### config.mk
export PLATFORM = sky130hd
export DESIGN_NAME = mem_ctrl_flat
export DESIGN_NICKNAME = d
export VERILOG_FILES = /design/src/rtl/mem_ctrl_if.sv /design/src/rtl/mem_ctrl.sv /design/src/flat_wrapper.sv
export SDC_FILE = /design/constraint.sdc
export NUM_CORES = 1
export LEC_CHECK = 0
export BUFFER_PORTS_ARGS = -buffer_cell sky130_fd_sc_hd__buf_4
export CAP_MARGIN = 25
export CORE_MARGIN = 2
export CORE_UTILIZATION = 56
export CTS_BUF_LIST = sky130_fd_sc_hd__clkbuf_4
export DETAILED_ROUTE_END_ITERATION = 6
export GPL_ROUTABILITY_DRIVEN = 0
export PLACE_DENSITY_LB_ADDON = 0.25
export SETUP_SLACK_MARGIN = 0.02
export SLEW_MARGIN = 20
export SYNTH_ARGS = -nofsm -noshare
export SYNTH_HDL_FRONTEND = slang
export SYNTH_SLANG_ARGS = --single-unit
### constraint.sdc
create_clock -name clk -period 4.26 [get_ports clk]
set_input_delay 0 -clock clk [delete_from_list [all_inputs] [get_ports clk]]
set_output_delay 0 -clock clk [all_outputs]
set_load 0.02 [all_outputs]
### src/rtl/mem_ctrl_if.sv
// Bus bundle between mem_ctrl and its environment: RAM port, fetch/load request ports, store commit.
interface mem_ctrl_if;
   localparam int unsigned AW = 32;
   localparam int unsigned DW = 32;
   localparam int unsigned BW = 8;

   logic          rdy;
   logic          clear;
   logic [BW-1:0] mem_din;
   logic [BW-1:0] mem_dout;
   logic [AW-1:0] mem_a;
   logic          mem_wr;
   logic          if_req;
   logic [AW-1:0] if_addr;
   logic          if_done;
   logic [DW-1:0] if_data;
   logic          ld_req;
   logic [AW-1:0] ld_addr;
   logic [1:0]    ld_size;
   logic          ld_done;
   logic [DW-1:0] ld_data;
   logic          rob_store_sgn;
   logic [AW-1:0] st_addr;
   logic [DW-1:0] st_data;
   logic [1:0]    st_size;
   logic          finish_store;

   // Environment side: RAM model, fetch unit, load unit, ROB
   modport master (
      output rdy, clear, mem_din,
      output if_req, if_addr, ld_req, ld_addr, ld_size,
      output rob_store_sgn, st_addr, st_data, st_size,
      input  mem_dout, mem_a, mem_wr,
      input  if_done, if_data, ld_done, ld_data, finish_store
   );

   // Controller side
   modport slave (
      input  rdy, clear, mem_din,
      input  if_req, if_addr, ld_req, ld_addr, ld_size,
      input  rob_store_sgn, st_addr, st_data, st_size,
      output mem_dout, mem_a, mem_wr,
      output if_done, if_data, ld_done, ld_data, finish_store
   );
endinterface

### src/rtl/mem_ctrl.sv
// Byte-serial memory controller arbitrating committed stores, loads and instruction fetches
// onto a single 8-bit synchronous RAM port.
module mem_ctrl (
   input  logic       clk,
   input  logic       rst,
   mem_ctrl_if.slave  bus
);
   localparam int unsigned AW = 32;
   localparam int unsigned DW = 32;
   localparam int unsigned BW = 8;
   localparam int unsigned CW = 3;

   typedef enum logic [1:0] {IDLE, FETCH, LOAD, STORE} state_t;

   state_t        state_q, state_d;
   logic [CW-1:0] cnt_q, cnt_d;
   logic [CW-1:0] rd_n_q, rd_n_d;
   logic [DW-1:0] rd_buf_q, rd_buf_d;
   logic          st_pending_q, st_pending_d;
   logic [AW-1:0] st_addr_q, st_addr_d;
   logic [DW-1:0] st_data_q, st_data_d;
   logic [1:0]    st_size_q, st_size_d;
   logic [AW-1:0] mem_a_q, mem_a_d;
   logic [BW-1:0] mem_dout_q, mem_dout_d;
   logic          mem_wr_q, mem_wr_d;
   logic          if_done_q, if_done_d;
   logic [DW-1:0] if_data_q, if_data_d;
   logic          ld_done_q, ld_done_d;
   logic [DW-1:0] ld_data_q, ld_data_d;
   logic          finish_store_q, finish_store_d;

   logic [CW-1:0] st_n_c;
   logic [CW-1:0] nxt_idx_c;
   logic [CW-1:0] rd_idx_c;
   logic [DW-1:0] rd_merge_c;
   logic [BW-1:0] st_byte_c;

   // Size code to byte count; code 3 is treated as a word
   function automatic logic [CW-1:0] size_to_n(input logic [1:0] size);
      case (size)
         2'd0:    return CW'(1);
         2'd1:    return CW'(2);
         default: return CW'(4);
      endcase
   endfunction

   // Byte lane helpers: next byte index, byte arriving on mem_din now, next store byte
   assign st_n_c     = size_to_n(st_size_q);
   assign nxt_idx_c  = cnt_q + CW'(1);
   assign rd_idx_c   = cnt_q - CW'(1);
   assign rd_merge_c = rd_buf_q | (DW'(bus.mem_din) << {rd_idx_c, 3'b000});
   assign st_byte_c  = BW'(st_data_q >> {nxt_idx_c, 3'b000});

   // Next-state: arbitration, byte sequencing, flush and freeze
   always_comb begin
      state_d        = state_q;
      cnt_d          = cnt_q;
      rd_n_d         = rd_n_q;
      rd_buf_d       = rd_buf_q;
      st_pending_d   = st_pending_q;
      st_addr_d      = st_addr_q;
      st_data_d      = st_data_q;
      st_size_d      = st_size_q;
      mem_a_d        = mem_a_q;
      mem_dout_d     = mem_dout_q;
      mem_wr_d       = 1'b0;
      if_done_d      = 1'b0;
      if_data_d      = if_data_q;
      ld_done_d      = 1'b0;
      ld_data_d      = ld_data_q;
      finish_store_d = 1'b0;

      if (bus.rdy) begin
         // Only one store can be outstanding; the ROB waits for finish_store
         if (bus.rob_store_sgn && !st_pending_q) begin
            st_pending_d = 1'b1;
            st_addr_d    = bus.st_addr;
            st_data_d    = bus.st_data;
            st_size_d    = bus.st_size;
         end

         case (state_q)
            IDLE: begin
               cnt_d = '0;
               if (st_pending_q) begin
                  state_d    = STORE;
                  mem_a_d    = st_addr_q;
                  mem_dout_d = st_data_q[BW-1:0];
                  mem_wr_d   = 1'b1;
               end else if (!bus.clear && bus.ld_req) begin
                  state_d  = LOAD;
                  rd_n_d   = size_to_n(bus.ld_size);
                  mem_a_d  = bus.ld_addr;
                  rd_buf_d = '0;
               end else if (!bus.clear && bus.if_req) begin
                  state_d  = FETCH;
                  rd_n_d   = CW'(4);
                  mem_a_d  = bus.if_addr;
                  rd_buf_d = '0;
               end
            end

            FETCH, LOAD: begin
               if (bus.clear) begin
                  state_d = IDLE;
                  cnt_d   = '0;
               end else begin
                  cnt_d = nxt_idx_c;
                  if (nxt_idx_c < rd_n_q) begin
                     mem_a_d = mem_a_q + AW'(1);
                  end
                  if (cnt_q != '0) begin
                     rd_buf_d = rd_merge_c;
                  end
                  if (cnt_q == rd_n_q) begin
                     state_d = IDLE;
                     cnt_d   = '0;
                     if (state_q == FETCH) begin
                        if_done_d = 1'b1;
                        if_data_d = rd_merge_c;
                     end else begin
                        ld_done_d = 1'b1;
                        ld_data_d = rd_merge_c;
                     end
                  end
               end
            end

            STORE: begin
               if (nxt_idx_c < st_n_c) begin
                  cnt_d      = nxt_idx_c;
                  mem_a_d    = mem_a_q + AW'(1);
                  mem_dout_d = st_byte_c;
                  mem_wr_d   = 1'b1;
               end else begin
                  state_d        = IDLE;
                  cnt_d          = '0;
                  st_pending_d   = 1'b0;
                  finish_store_d = 1'b1;
               end
            end
         endcase
      end
   end

   // State and output registers
   always_ff @(posedge clk or negedge rst) begin
      if (!rst) begin
         state_q        <= IDLE;
         cnt_q          <= '0;
         rd_n_q         <= '0;
         rd_buf_q       <= '0;
         st_pending_q   <= 1'b0;
         st_addr_q      <= '0;
         st_data_q      <= '0;
         st_size_q      <= '0;
         mem_a_q        <= '0;
         mem_dout_q     <= '0;
         mem_wr_q       <= 1'b0;
         if_done_q      <= 1'b0;
         if_data_q      <= '0;
         ld_done_q      <= 1'b0;
         ld_data_q      <= '0;
         finish_store_q <= 1'b0;
      end else begin
         state_q        <= state_d;
         cnt_q          <= cnt_d;
         rd_n_q         <= rd_n_d;
         rd_buf_q       <= rd_buf_d;
         st_pending_q   <= st_pending_d;
         st_addr_q      <= st_addr_d;
         st_data_q      <= st_data_d;
         st_size_q      <= st_size_d;
         mem_a_q        <= mem_a_d;
         mem_dout_q     <= mem_dout_d;
         mem_wr_q       <= mem_wr_d;
         if_done_q      <= if_done_d;
         if_data_q      <= if_data_d;
         ld_done_q      <= ld_done_d;
         ld_data_q      <= ld_data_d;
         finish_store_q <= finish_store_d;
      end
   end

   assign bus.mem_a        = mem_a_q;
   assign bus.mem_dout     = mem_dout_q;
   assign bus.mem_wr       = mem_wr_q;
   assign bus.if_done      = if_done_q;
   assign bus.if_data      = if_data_q;
   assign bus.ld_done      = ld_done_q;
   assign bus.ld_data      = ld_data_q;
   assign bus.finish_store = finish_store_q;
endmodule

### src/flat_wrapper.sv
// flat-port wrapper written by rule: the top's interface ports become plain ports
module mem_ctrl_flat 
  (clk, rst, bus_rdy, bus_clear, bus_mem_din, bus_if_req, bus_if_addr, bus_ld_req, bus_ld_addr, bus_ld_size, bus_rob_store_sgn, bus_st_addr, bus_st_data, bus_st_size, bus_mem_dout, bus_mem_a, bus_mem_wr, bus_if_done, bus_if_data, bus_ld_done, bus_ld_data, bus_finish_store);
  mem_ctrl_if bus_i ();
  input  logic clk;
  input  logic rst;
  input wire logic [$bits(bus_i.rdy)-1:0] bus_rdy;
  input wire logic [$bits(bus_i.clear)-1:0] bus_clear;
  input wire logic [$bits(bus_i.mem_din)-1:0] bus_mem_din;
  input wire logic [$bits(bus_i.if_req)-1:0] bus_if_req;
  input wire logic [$bits(bus_i.if_addr)-1:0] bus_if_addr;
  input wire logic [$bits(bus_i.ld_req)-1:0] bus_ld_req;
  input wire logic [$bits(bus_i.ld_addr)-1:0] bus_ld_addr;
  input wire logic [$bits(bus_i.ld_size)-1:0] bus_ld_size;
  input wire logic [$bits(bus_i.rob_store_sgn)-1:0] bus_rob_store_sgn;
  input wire logic [$bits(bus_i.st_addr)-1:0] bus_st_addr;
  input wire logic [$bits(bus_i.st_data)-1:0] bus_st_data;
  input wire logic [$bits(bus_i.st_size)-1:0] bus_st_size;
  output wire logic [$bits(bus_i.mem_dout)-1:0] bus_mem_dout;
  output wire logic [$bits(bus_i.mem_a)-1:0] bus_mem_a;
  output wire logic [$bits(bus_i.mem_wr)-1:0] bus_mem_wr;
  output wire logic [$bits(bus_i.if_done)-1:0] bus_if_done;
  output wire logic [$bits(bus_i.if_data)-1:0] bus_if_data;
  output wire logic [$bits(bus_i.ld_done)-1:0] bus_ld_done;
  output wire logic [$bits(bus_i.ld_data)-1:0] bus_ld_data;
  output wire logic [$bits(bus_i.finish_store)-1:0] bus_finish_store;
  assign bus_i.rdy = bus_rdy;
  assign bus_i.clear = bus_clear;
  assign bus_i.mem_din = bus_mem_din;
  assign bus_i.if_req = bus_if_req;
  assign bus_i.if_addr = bus_if_addr;
  assign bus_i.ld_req = bus_ld_req;
  assign bus_i.ld_addr = bus_ld_addr;
  assign bus_i.ld_size = bus_ld_size;
  assign bus_i.rob_store_sgn = bus_rob_store_sgn;
  assign bus_i.st_addr = bus_st_addr;
  assign bus_i.st_data = bus_st_data;
  assign bus_i.st_size = bus_st_size;
  assign bus_mem_dout = bus_i.mem_dout;
  assign bus_mem_a = bus_i.mem_a;
  assign bus_mem_wr = bus_i.mem_wr;
  assign bus_if_done = bus_i.if_done;
  assign bus_if_data = bus_i.if_data;
  assign bus_ld_done = bus_i.ld_done;
  assign bus_ld_data = bus_i.ld_data;
  assign bus_finish_store = bus_i.finish_store;
  mem_ctrl u_core (.clk(clk), .rst(rst), .bus(bus_i));
endmodule
==> impl_results.md <==
- Leak: between 6 and 7 nW
- Most frequent cells in the layout: 261 x buf_4, 214 x dfrtp_1, 146 x dlygate4sd3_1, 118 x a21oi_1, 110 x nor2_1
- Synthesized Nets: roughly 1,100
- Final worst-path cycle share: about three quarters
- Hold WC Path Type: primary input to asynchronous set/reset pin
- CP max FO: 13
- Final antenna-violating net count: 0
- # nets final: roughly 1,500
- Placed cells: roughly 1,400
- Worst Skew: 39.50 ps
- Core Util, Final: between 80% and 90%
- Psw: between 0.004 and 0.005 W
- Failing checks: design-rule violations, negative hold slack
- Outcome: finished with violations
- Sw frac: 40.63%
- Critical path arrival: approximately 3700 ps
- Post-route insts no fill: about 1,600
- Max Slew Vio Count: 0
- Register area share after synthesis: 51.82%
- Slew @ Worst Pin: 928.0 ps
- Die Y: 140.2 um
- FMAX: ~320 MHz
- Wire per inst: 18.30 um
- Cell mode on critical path: ha_1
- Critical path type: flip-flop to flip-flop
- Clock tree sinks: 215
- Endpoints failing hold: 3
- DRC: 24
- Maxcap violations: 0
- Clock transition at path regs: around 70 ps
- Number of global-route vias before repair: ~9,600
- Largest net degree at the start of global routing: ~120
- CTS H-tree lvls: 2
- Comb pwr share: ~47%
- Clock Power Share: roughly 17%
- Worst path bufs/invs: 2
- Sequential share of power: 36.2%
- Post-cts sizing count: 0
- WP data required: slightly below 5000 ps
- Synth Cell Area: approximately 10,000 um2
- Crit path max-delay family: adder cells
- Initial core utilization: 57.41%
- Vias: roughly 9,300
- Setup Fix Bufs, Post-CTS: 0
- Crit path launch type: flip-flop
- Die footprint: just under 20,000 um2
- Avg Inst Size Synth: 10.71 um2
- Synth Warn #: 0
- Cell-internal power: 0.005973 W
- Layout cell share with drive strength beyond 1: 33.88%
- Dpl hpwl: 17,750 um
- Synth Instances: roughly 970
- Most common cell after layout, fill and taps aside: buf_4
- Cell variety after synth: between 60 and 70
- Gr usage total: a little under a third
- Fillers: about 1,100
- FF+latch count, synth: roughly 220
- Initial DRC Count: roughly 740
- PwrDens: 693.6 nW/um2
- Crit-path slowest cell: dlygate4sd3_1
- Vias per cell: approximately 5.7
- Num CTS Buffers: 55
- Critical path capture point type: flip-flop
- # setup viols final: 0
- Row count: 49
- Worst VDD drop: between 0.4 and 0.5 mV
- Final global-route overflow total: 0
- First-pass GRT wire length: ~48,000 um
- Final Total Pwr: between 0.01 and 0.015 W
- Rel. slew slack: between 30% and 40%
- Crit path cell chain: inv_1, ha_1, ha_1, nor2_1, o21a_1, o21ai_0, nand2_1, o2bb2ai_1, dlygate4sd3_1
- CP peak stage delay: between 500 and 600 ps
- CTS tree: built
- Post-CTS Hold Buffers: around 150
- Area growth from synthesis to layout: 39.71%
- CORE AREA: between 15,000 and 20,000 um2
- RSZ-0062 raised after global routing: no
- Post-synth ARST share: 100.0%
- Port bufs: 254
- TNS Setup: 0 ps
- IO Count: ~260
- EDFF count, synth: 0
- Hold WS: -19.34 ps
- CTS max path bufs: 3
- Die width: roughly 140 um
- Root Buffer: clkbuf_4
- DRT Pass-1 Iters: 7
- Tmin final: between 3000 and 4000 ps
- Initial antenna violation count: 1
- Final WL: between 20,000 and 30,000 um
- Top_reg_cell synth: dfrtp_1
- Worst skew pair latency: between 600 and 700 ps
==> final cells by class <==
cell class	instances	area [um2]	share of cell area [%]
sequential	215	5381	37.10
multi-input combinational	672	4688	32.32
timing repair buffer	410	3471	23.93
clock buffer	77	578.1	3.985
tap	229	286.5	1.975
clock inverter	9	48.80	0.3364
inverter	13	48.80	0.3364
antenna	1	2.502	0.01725
==> path summary, 6_finish.rpt <==
kind	slack, ps	to	cells past startpoint	startpoint
setup / recovery	1100	u_core.cnt_q[0]	9	u_core.cnt_q[0]
hold / removal	-20	u_core.st_addr_q[8]	2	rst
setup reg to reg	1100	u_core.cnt_q[0]	9	u_core.cnt_q[0]
hold reg to reg	480	u_core.bus.ld_data[24]	2	u_core.bus.ld_data[24]
max in group asynchronous	3280	u_core.rd_buf_q[18]	3	rst
min in group clk	110	u_core.bus.mem_a[18]	5	bus_if_addr[18]
==> through the flow <==
step	area (um2)	setup slack [ps]	hold WS, ps
final	14510	1098	-19.34
after global routing	14510	862.8	43.30
after CTS	14500	1104	19.24
after detailed placement	12410	1160	148.4
after global placement	12400	1284	153.7
after floorplan	10380	1212	-295.6
==> registers in the layout, indices dropped and copies added (netlist names), 8 cells and up <==
name / cells
u_core.st_data_q: 32
u_core.bus.mem_a: 32
u_core.bus.if_data: 32
u_core.st_addr_q: 32
u_core.rd_buf_q: 32
u_core.bus.ld_data: 32
u_core.bus.mem_dout: 8
==> per-layer routing <==
layer	GRT usage (%)	up-vias	part of all wire (%)	wire length, um
met4	10.21	0	2.2	647
li1	-	4322	-	-
met2	50.75	393	49	14550
met5	0	-	0	0
met1	39.89	4498	41	12240
met3	7.316	52	7.8	2311
==> cell families (layout without fill, tap and decap cells) <==
logic type / after synthesis / count (layout) / share of synthesized area, %
AO/OA/AOI/OAI: 271 / 271 / 15.94
adder cells (fa/ha/maj): 13 / 13 / 1.567
multiplexers: 134 / 134 / 15.33
other: 0 / 1 / 0
AND/OR/NAND/NOR: 250 / 250 / 11.70
flip-flops: 215 / 215 / 51.82
XOR/XNOR: 4 / 4 / 0.4098
buffers and inverters: 82 / 509 / 3.230
==> power groups by stage <==
stage | sequential (W) | clock, W | combinational (W)
6_report | 0.00364 | 0.00166 | 0.00475
5_1_grt | 0.00375 | 0.00181 | 0.00515
4_1_cts | 0.00360 | 0.00168 | 0.00468
3_5_place_dp | 0.00363 | 0 | 0.00450
3_3_place_gp | 0.00359 | 0 | 0.00437
2_1_floorplan | 0.00405 | 0 | 0.00247
==> Yosys cell counts (all sizes together) (12+ instances only) <==
master	number	area (um2)
dfrtp	215	5380
a21oi	118	590.6
nor2	110	412.9
mux2	99	1141
o21ai	64	320.3
nand2	61	229.0
clkbuf	37	138.9
buf	32	147.6
mux2i	27	270.3
ha	13	162.7
a22o	12	105.1
inv	12	45.04
Power figures use the tool's default switching activity.
